`src/rtl/sched_pkg.sv`:
```
`default_nettype none
// +--------------------------------------------------------------------------+
// | Package : sched_pkg                                                      |
// | Purpose : Shared scheduler-path types and defaults. The ingress queue,   |
// |           the round-robin arbiter and the dispatch stage all import      |
// |           these, so port count and payload width stay consistent.        |
// | Contents: SCHED_NUM_PORTS, SCHED_DATA_W, PORT_IDX_W, job_t               |
// | Revision: 1.0 - initial release                                          |
// +--------------------------------------------------------------------------+
package sched_pkg;

    localparam int SCHED_NUM_PORTS = 4;
    localparam int SCHED_DATA_W    = 8;
    localparam int PORT_IDX_W      = $clog2(SCHED_NUM_PORTS);

    // A job as it travels from ingress to dispatch: payload plus source port.
    typedef struct packed {
        logic [SCHED_DATA_W-1:0] data;
        logic [PORT_IDX_W-1:0]   port;
    } job_t;

endpackage : sched_pkg
`default_nettype wire

```
`src/rtl/sched_port_fifo.sv`:
```
`default_nettype none
// +--------------------------------------------------------------------------+
// | Module  : sched_port_fifo                                                |
// | Purpose : Single-push / single-pop FIFO for one ingress port. Control    |
// |           state (pointers, count) resets asynchronously; the storage     |
// |           array does not, since a zero count hides whatever it holds.    |
// | Ports   : clk, rst_n       - clock, async active-low reset               |
// |           push, push_data  - write request and payload                   |
// |           pop              - advance read pointer                        |
// |           head             - entry at the read pointer                   |
// |           count            - occupancy 0..DEPTH                          |
// |           full, empty      - occupancy flags                             |
// | Revision: 1.0 - initial release                                          |
// +--------------------------------------------------------------------------+
module sched_port_fifo #(
    parameter int DEPTH  = 4,
    parameter int DATA_W = 8
) (
    input  logic                       clk,
    input  logic                       rst_n,
    input  logic                       push,
    input  logic [DATA_W-1:0]          push_data,
    input  logic                       pop,
    output logic [DATA_W-1:0]          head,
    output logic [$clog2(DEPTH+1)-1:0] count,
    output logic                       full,
    output logic                       empty
);
    localparam int PTR_W = $clog2(DEPTH);
    localparam int CNT_W = $clog2(DEPTH+1);

    logic [DATA_W-1:0] mem [DEPTH];
    logic [PTR_W-1:0]  wr_ptr;
    logic [PTR_W-1:0]  rd_ptr;
    logic              do_push;
    logic              do_pop;

    // Guard against over/underflow even if the caller misbehaves.
    assign do_push = push & ~full;
    assign do_pop  = pop  & ~empty;

    assign full  = (count == CNT_W'(DEPTH));
    assign empty = (count == '0);
    assign head  = mem[rd_ptr];

    always_ff @(posedge clk) begin
        if (do_push) begin
            mem[wr_ptr] <= push_data;
        end
    end

    // DEPTH is a power of two, so pointer wrap is the natural overflow.
    always_ff @(posedge clk or negedge rst_n) begin
        if (!rst_n) begin
            wr_ptr <= '0;
            rd_ptr <= '0;
            count  <= '0;
        end else begin
            if (do_push) wr_ptr <= wr_ptr + PTR_W'(1);
            if (do_pop)  rd_ptr <= rd_ptr + PTR_W'(1);
            case ({do_push, do_pop})
                2'b10:   count <= count + CNT_W'(1);
                2'b01:   count <= count - CNT_W'(1);
                default: count <= count;
            endcase
        end
    end

endmodule : sched_port_fifo
`default_nettype wire

```
`src/rtl/sched_ingress_queue.sv`:
```
`default_nettype none
// +--------------------------------------------------------------------------+
// | Module  : sched_ingress_queue                                            |
// | Purpose : Per-port ingress FIFOs feeding the scheduler arbiter, with a   |
// |           single registered valid/ready output slot toward dispatch.     |
// | Ports   : clk, rst_n    - clock, async active-low reset                  |
// |           in_valid_i    - per-port push request                          |
// |           in_data_i     - per-port payload, port p at [p*DATA_W+:DATA_W] |
// |           in_ready_o    - per-port FIFO not full                         |
// |           req_o         - request vector to the arbiter                  |
// |           gnt_i         - grant vector from the arbiter                  |
// |           out_valid_o   - output slot holds a job                        |
// |           out_data_o    - job payload                                    |
// |           out_port_o    - source port of the job                         |
// |           out_ready_i   - downstream accepts the job                     |
// | Revision: 1.0 - initial release                                          |
// +--------------------------------------------------------------------------+
module sched_ingress_queue
    import sched_pkg::*;
#(
    parameter int NUM_PORTS = SCHED_NUM_PORTS,
    parameter int DATA_W    = SCHED_DATA_W,
    parameter int DEPTH     = 4
) (
    input  logic                         clk,
    input  logic                         rst_n,
    input  logic [NUM_PORTS-1:0]         in_valid_i,
    input  logic [NUM_PORTS*DATA_W-1:0]  in_data_i,
    output logic [NUM_PORTS-1:0]         in_ready_o,
    output logic [NUM_PORTS-1:0]         req_o,
    input  logic [NUM_PORTS-1:0]         gnt_i,
    output logic                         out_valid_o,
    output logic [DATA_W-1:0]            out_data_o,
    output logic [$clog2(NUM_PORTS)-1:0] out_port_o,
    input  logic                         out_ready_i
);
    localparam int IDX_W = $clog2(NUM_PORTS);
    localparam int CNT_W = $clog2(DEPTH+1);

    logic [NUM_PORTS-1:0] full;
    logic [NUM_PORTS-1:0] empty;
    logic [NUM_PORTS-1:0] push;
    logic [NUM_PORTS-1:0] pop;
    logic [DATA_W-1:0]    head  [NUM_PORTS];
    logic [CNT_W-1:0]     count [NUM_PORTS];
    logic                 slot_free;
    logic                 accept;
    logic [IDX_W-1:0]     sel;

    // The slot can take a new job if it is empty or draining this cycle.
    // This makes req_o combinational on out_ready_i by design.
    assign slot_free = ~out_valid_o | out_ready_i;
    assign req_o     = ~empty & {NUM_PORTS{slot_free}};

    genvar p;
    generate
        for (p = 0; p < NUM_PORTS; p++) begin : g_port
            // Ready is taken from the pre-pop count: a full FIFO rejects a
            // push even in the cycle it pops.
            assign in_ready_o[p] = (count[p] != CNT_W'(DEPTH));
            assign push[p]       = in_valid_i[p] & ~full[p];
            assign pop[p]        = accept & (sel == IDX_W'(p));

            sched_port_fifo #(
                .DEPTH  (DEPTH),
                .DATA_W (DATA_W)
            ) u_fifo (
                .clk       (clk),
                .rst_n     (rst_n),
                .push      (push[p]),
                .push_data (in_data_i[p*DATA_W +: DATA_W]),
                .pop       (pop[p]),
                .head      (head[p]),
                .count     (count[p]),
                .full      (full[p]),
                .empty     (empty[p])
            );
        end
    endgenerate

    // Lowest-index grant that matches a live request wins; stray grant bits
    // are ignored so a misbehaving arbiter cannot pop an empty FIFO.
    always_comb begin
        accept = 1'b0;
        sel    = '0;
        for (int i = 0; i < NUM_PORTS; i++) begin
            if (!accept && gnt_i[i] && req_o[i]) begin
                accept = 1'b1;
                sel    = IDX_W'(i);
            end
        end
    end

    // A grant only exists while the slot is free, so loading on accept also
    // covers the transfer-and-reload case for one job per cycle.
    always_ff @(posedge clk or negedge rst_n) begin
        if (!rst_n) begin
            out_valid_o <= 1'b0;
            out_data_o  <= '0;
            out_port_o  <= '0;
        end else if (accept) begin
            out_valid_o <= 1'b1;
            out_data_o  <= head[sel];
            out_port_o  <= sel;
        end else if (out_ready_i) begin
            out_valid_o <= 1'b0;
        end
    end

endmodule : sched_ingress_queue
`default_nettype wire

```
`config.mk`:
```
export PLATFORM = sky130hd
export DESIGN_NAME = sched_ingress_queue
export DESIGN_NICKNAME = d
export VERILOG_FILES = /design/src/rtl/sched_pkg.sv /design/src/rtl/sched_port_fifo.sv /design/src/rtl/sched_ingress_queue.sv
export SDC_FILE = /design/constraint.sdc
export NUM_CORES = 1
export LEC_CHECK = 0
export ABC_AREA = 1
export CORE_MARGIN = 3
export CORE_UTILIZATION = 52
export CTS_CLUSTER_DIAMETER = 150
export DETAILED_ROUTE_END_ITERATION = 10
export GPL_TIMING_DRIVEN = 1
export PLACE_DENSITY_LB_ADDON = 0.12
export SETUP_SLACK_MARGIN = 0.05
export SYNTH_ARGS = -nofsm -noshare
export SYNTH_HDL_FRONTEND = slang
export SYNTH_SLANG_ARGS = --single-unit
```
`constraint.sdc`:
```
create_clock -name clk -period 2.4 [get_ports clk]
set_input_delay 0.36 -clock clk [delete_from_list [all_inputs] [get_ports clk]]
set_output_delay 0.36 -clock clk [all_outputs]
set_load 0.02 [all_outputs]
```
==> key figures <==
Placement
  • IO buf count: 61
  • DP Wirelength: 10.6 mm
  • Placer Congestion: 0.812
  • Post-DP Area: 8410 um^2
  • Cell count after placement: 919

Critical path
  • Reg2reg end: g_port[1].u_fifo.count[2]$_DFFE_PN0P_
  • Worst R2R Start: g_port[0].u_fifo.count[2]$_DFFE_PN0P_
  • Crit path kind: in -> out
  • Crit path cell chain: clkdlybuf4s50_1 -> inv_1 -> nand2_4 -> nand2_2 -> buf_4 -> inv_1 -> clkdlybuf4s50_1
  • Worst Setup End Kind: output pin
  • Crit Path Max Fanout: 7
  • Max incr delay on CP: 0.60 ns
  • Path depth of the worst reg2reg path: 11
  • Reg2reg setup slack: 0.32 ns
  • WP depth: 7
  • CP max-delay cell: clkdlybuf4s50_1
  • Worst Path Buf+Inv: 5
  • Worst path required time: 2.04 ns
  • WP data arrival: 1.87 ns
  • Critical Path Source Type: input port
  • Crit path max-delay family: buffers and inverters

Timing
  • Minimum clock period: 2.23 ns
  • RSZ-0062 raised after global routing: false
  • Clock Skew: 0.00611 ns
  • Tcrit/Tclk final: 92.8%
  • Fin. Hold Viols: 0
  • Worst slew margin: 60.2%
  • Worst slew pin tran: 0.597 ns
  • Final Setup Violations: 0
  • Setup tns final: 0 ns
  • Fmax: 449 MHz
  • Fin. max-slew vios: 0

Clock tree
  • Number of CTS-inserted buffers: 17
  • Clock sink count: 167
  • Maximum buffer depth of the clock tree: 2
  • CTS tree: done
  • H-tree lvl count: 4
  • Clock-pin slew on the worst setup and hold paths: 0.06 ns
  • Worst-skew pair later-pin latency: 0.42 ns
  • Root Driver: clkbuf_16

Finish
  • Final Net Count: 826
  • Ant diodes: 0
  • Final Non-Filler Cells: 952
  • Most frequent cells in the layout: nand2_1 (130), edfxtp_1 (128), nor2_1 (76)
  • Share of cells above drive strength 1: 13.3%
  • Fillers: 1093
  • Area growth syn-to-layout: 21.5%
  • Commonest non-fill, non-tap cell in the layout: nand2_1
  • Design area: 9030 um^2

Worst hold path
  • Worst hold path class: in -> async

Logic synthesis
  • Synth area leaders: edfxtp_1 (52%), dfrtp_1 (13%), nand2_1 (6.6%)
  • Synthesized area: 7430 um^2
  • Post-synthesis net count: 730
  • Share of the synthesized area in the top cell type: 51.7%
  • Post-synthesis area per instance: 11.2 um^2
  • Cell variety after synth: 31
  • Synth area leader: edfxtp_1
  • Synth warn: 0
  • Yosys reg bits: 167
  • Post-Syn Instances: 663
  • Sequential fraction of the synthesis area: 64.9%

GRT
  • GRT Overall Usage: 19.7%
  • Largest net degree at the start of global routing: 21
  • Initial antenna violation count: 0
  • GRT Residual Overflow: 0
  • First-pass GRT wire length: 24.1 mm
  • Vias in the first global route: 4802

Floorplan
  • Die width: 126 um
  • Floorplan Core Area: 13900 um^2
  • Die height: 126 um
  • Total die area: 15800 um^2
  • Rows: 43
  • Io pins: 62
  • Initial Util: 53.3%

Detailed routing
  • First-iteration detailed-routing DRC count: 435
  • Final wirelength: 14.8 mm
  • DRC violation count after routing: 0
  • Total number of vias: 4860
  • DR WL/cell: 15.5 um
  • DR pass1 iterations: 5
  • Via density: 5.11
  • Antenna viol nets, final: 0

Power
  • Peak VDD IR: 636 uV
  • Leakage: 3.69 nW
  • Pwr Density: 1270 nW/um^2

Status
  • Outcome: finished clean

Run
  • Max_cap viols: 0
==> worst max-delay path by stage <==
stage                                 start                                     to
floorplan           out_valid_o$_DFFE_PN0P_  g_port[3].u_fifo.count[2]$_DFFE_PN0P_
global placement                out_ready_i  g_port[3].u_fifo.count[2]$_DFFE_PN0P_
detailed placement              out_ready_i  g_port[1].u_fifo.count[2]$_DFFE_PN0P_
CTS                             out_ready_i                               req_o[3]
global route                    out_ready_i                               req_o[3]
finish                          out_ready_i                               req_o[3]
==> report_power, final <==
| part | internal, mW | leakage, nW | switching, mW |
|---|---|---|---|
| Combinational | 1.66 | 1.77 | 2.55 |
| Clock | 1.74 | 0.294 | 1.02 |
| Sequential | 3.93 | 1.63 | 0.529 |
==> Yosys cell counts <==
cell type	instances
nor2_2	4
nand2_1	130
nor2_1	76
o21ai_0	56
buf_1	2
fa_1	4
a21oi_1	32
edfxtp_1	128
buf_2	15
nand3_2	10
xnor2_1	4
inv_1	64
nor3_2	1
clkinv_1	1
ha_1	20
buf_12	1
inv_2	6
clkbuf_2	2
and2_1	1
nand3_1	28
nand4_4	1
buf_4	1
nand2_4	2
nand2_2	5
nand3_4	1
nor2_4	3
a32o_1	8
dfrtp_1	39
clkbuf_1	2
xor2_1	13
buf_6	3
==> metal layers <==
metal  track usage, %  part of all wire [%]  vias to the layer above
li1                 -                     -                     2404
met1             26.7                    46                     2348
met2             31.6                    49                       97
met3             5.08                   4.2                       11
met4             5.93                  0.96                        0
met5                0                     0                        -
==> flip-flops by register name, indices dropped and copies added (netlist names) <==
signal	flops
g_port.u_fifo.mem	128
out_port_o	2
g_port.u_fifo.wr_ptr	8
g_port.u_fifo.count	12
out_data_o	8
g_port.u_fifo.rd_ptr	8
out_valid_o	1
==> cell families after synthesis <==
family                     after synthesis  share of synthesized area, %
adders and majority gates               24                          4.45
DFF                                    167                          64.9
buffers and inverters                   97                          5.76
and+or+nand+nor                        262                          15.9
xor gates and xnor gates                17                          2.00
AOI/OAI and AO/OA                       96                          7.01
==> area by class of cell <==
class	count	area, um^2	share of cell area, %
Timing Repair Buffer	103	923	10.2
Tap cell	180	225	2.50
Sequential cell	167	4820	53.4
Inverter	71	267	2.95
Multi-Input combinational cell	399	2180	24.2
Clock inverter	8	119	1.32
Clock buffer	24	492	5.45
==> what timing repair did <==
item                                   4_1_cts  5_1_grt
setup buffers                                0        0
endpoints found under the hold margin       12        0
hold buffers                                 1        0
resized for setup                            0        0
==> stage by stage <==
stage               hold slack, ns  power (mW)  util [%]  worst slack (ns)
detailed placement           0.272        8.76      60.3           -0.0905
global placement             0.273        8.61      60.3           -0.0232
CTS                          0.362        11.6      64.8             0.166
floorplan                   0.0644        7.22         -            0.0574
global route                 0.406        12.3      64.8            0.0956
finish                       0.376        11.4      64.8             0.172
No activity file was read; power rests on OpenSTA's default activity.
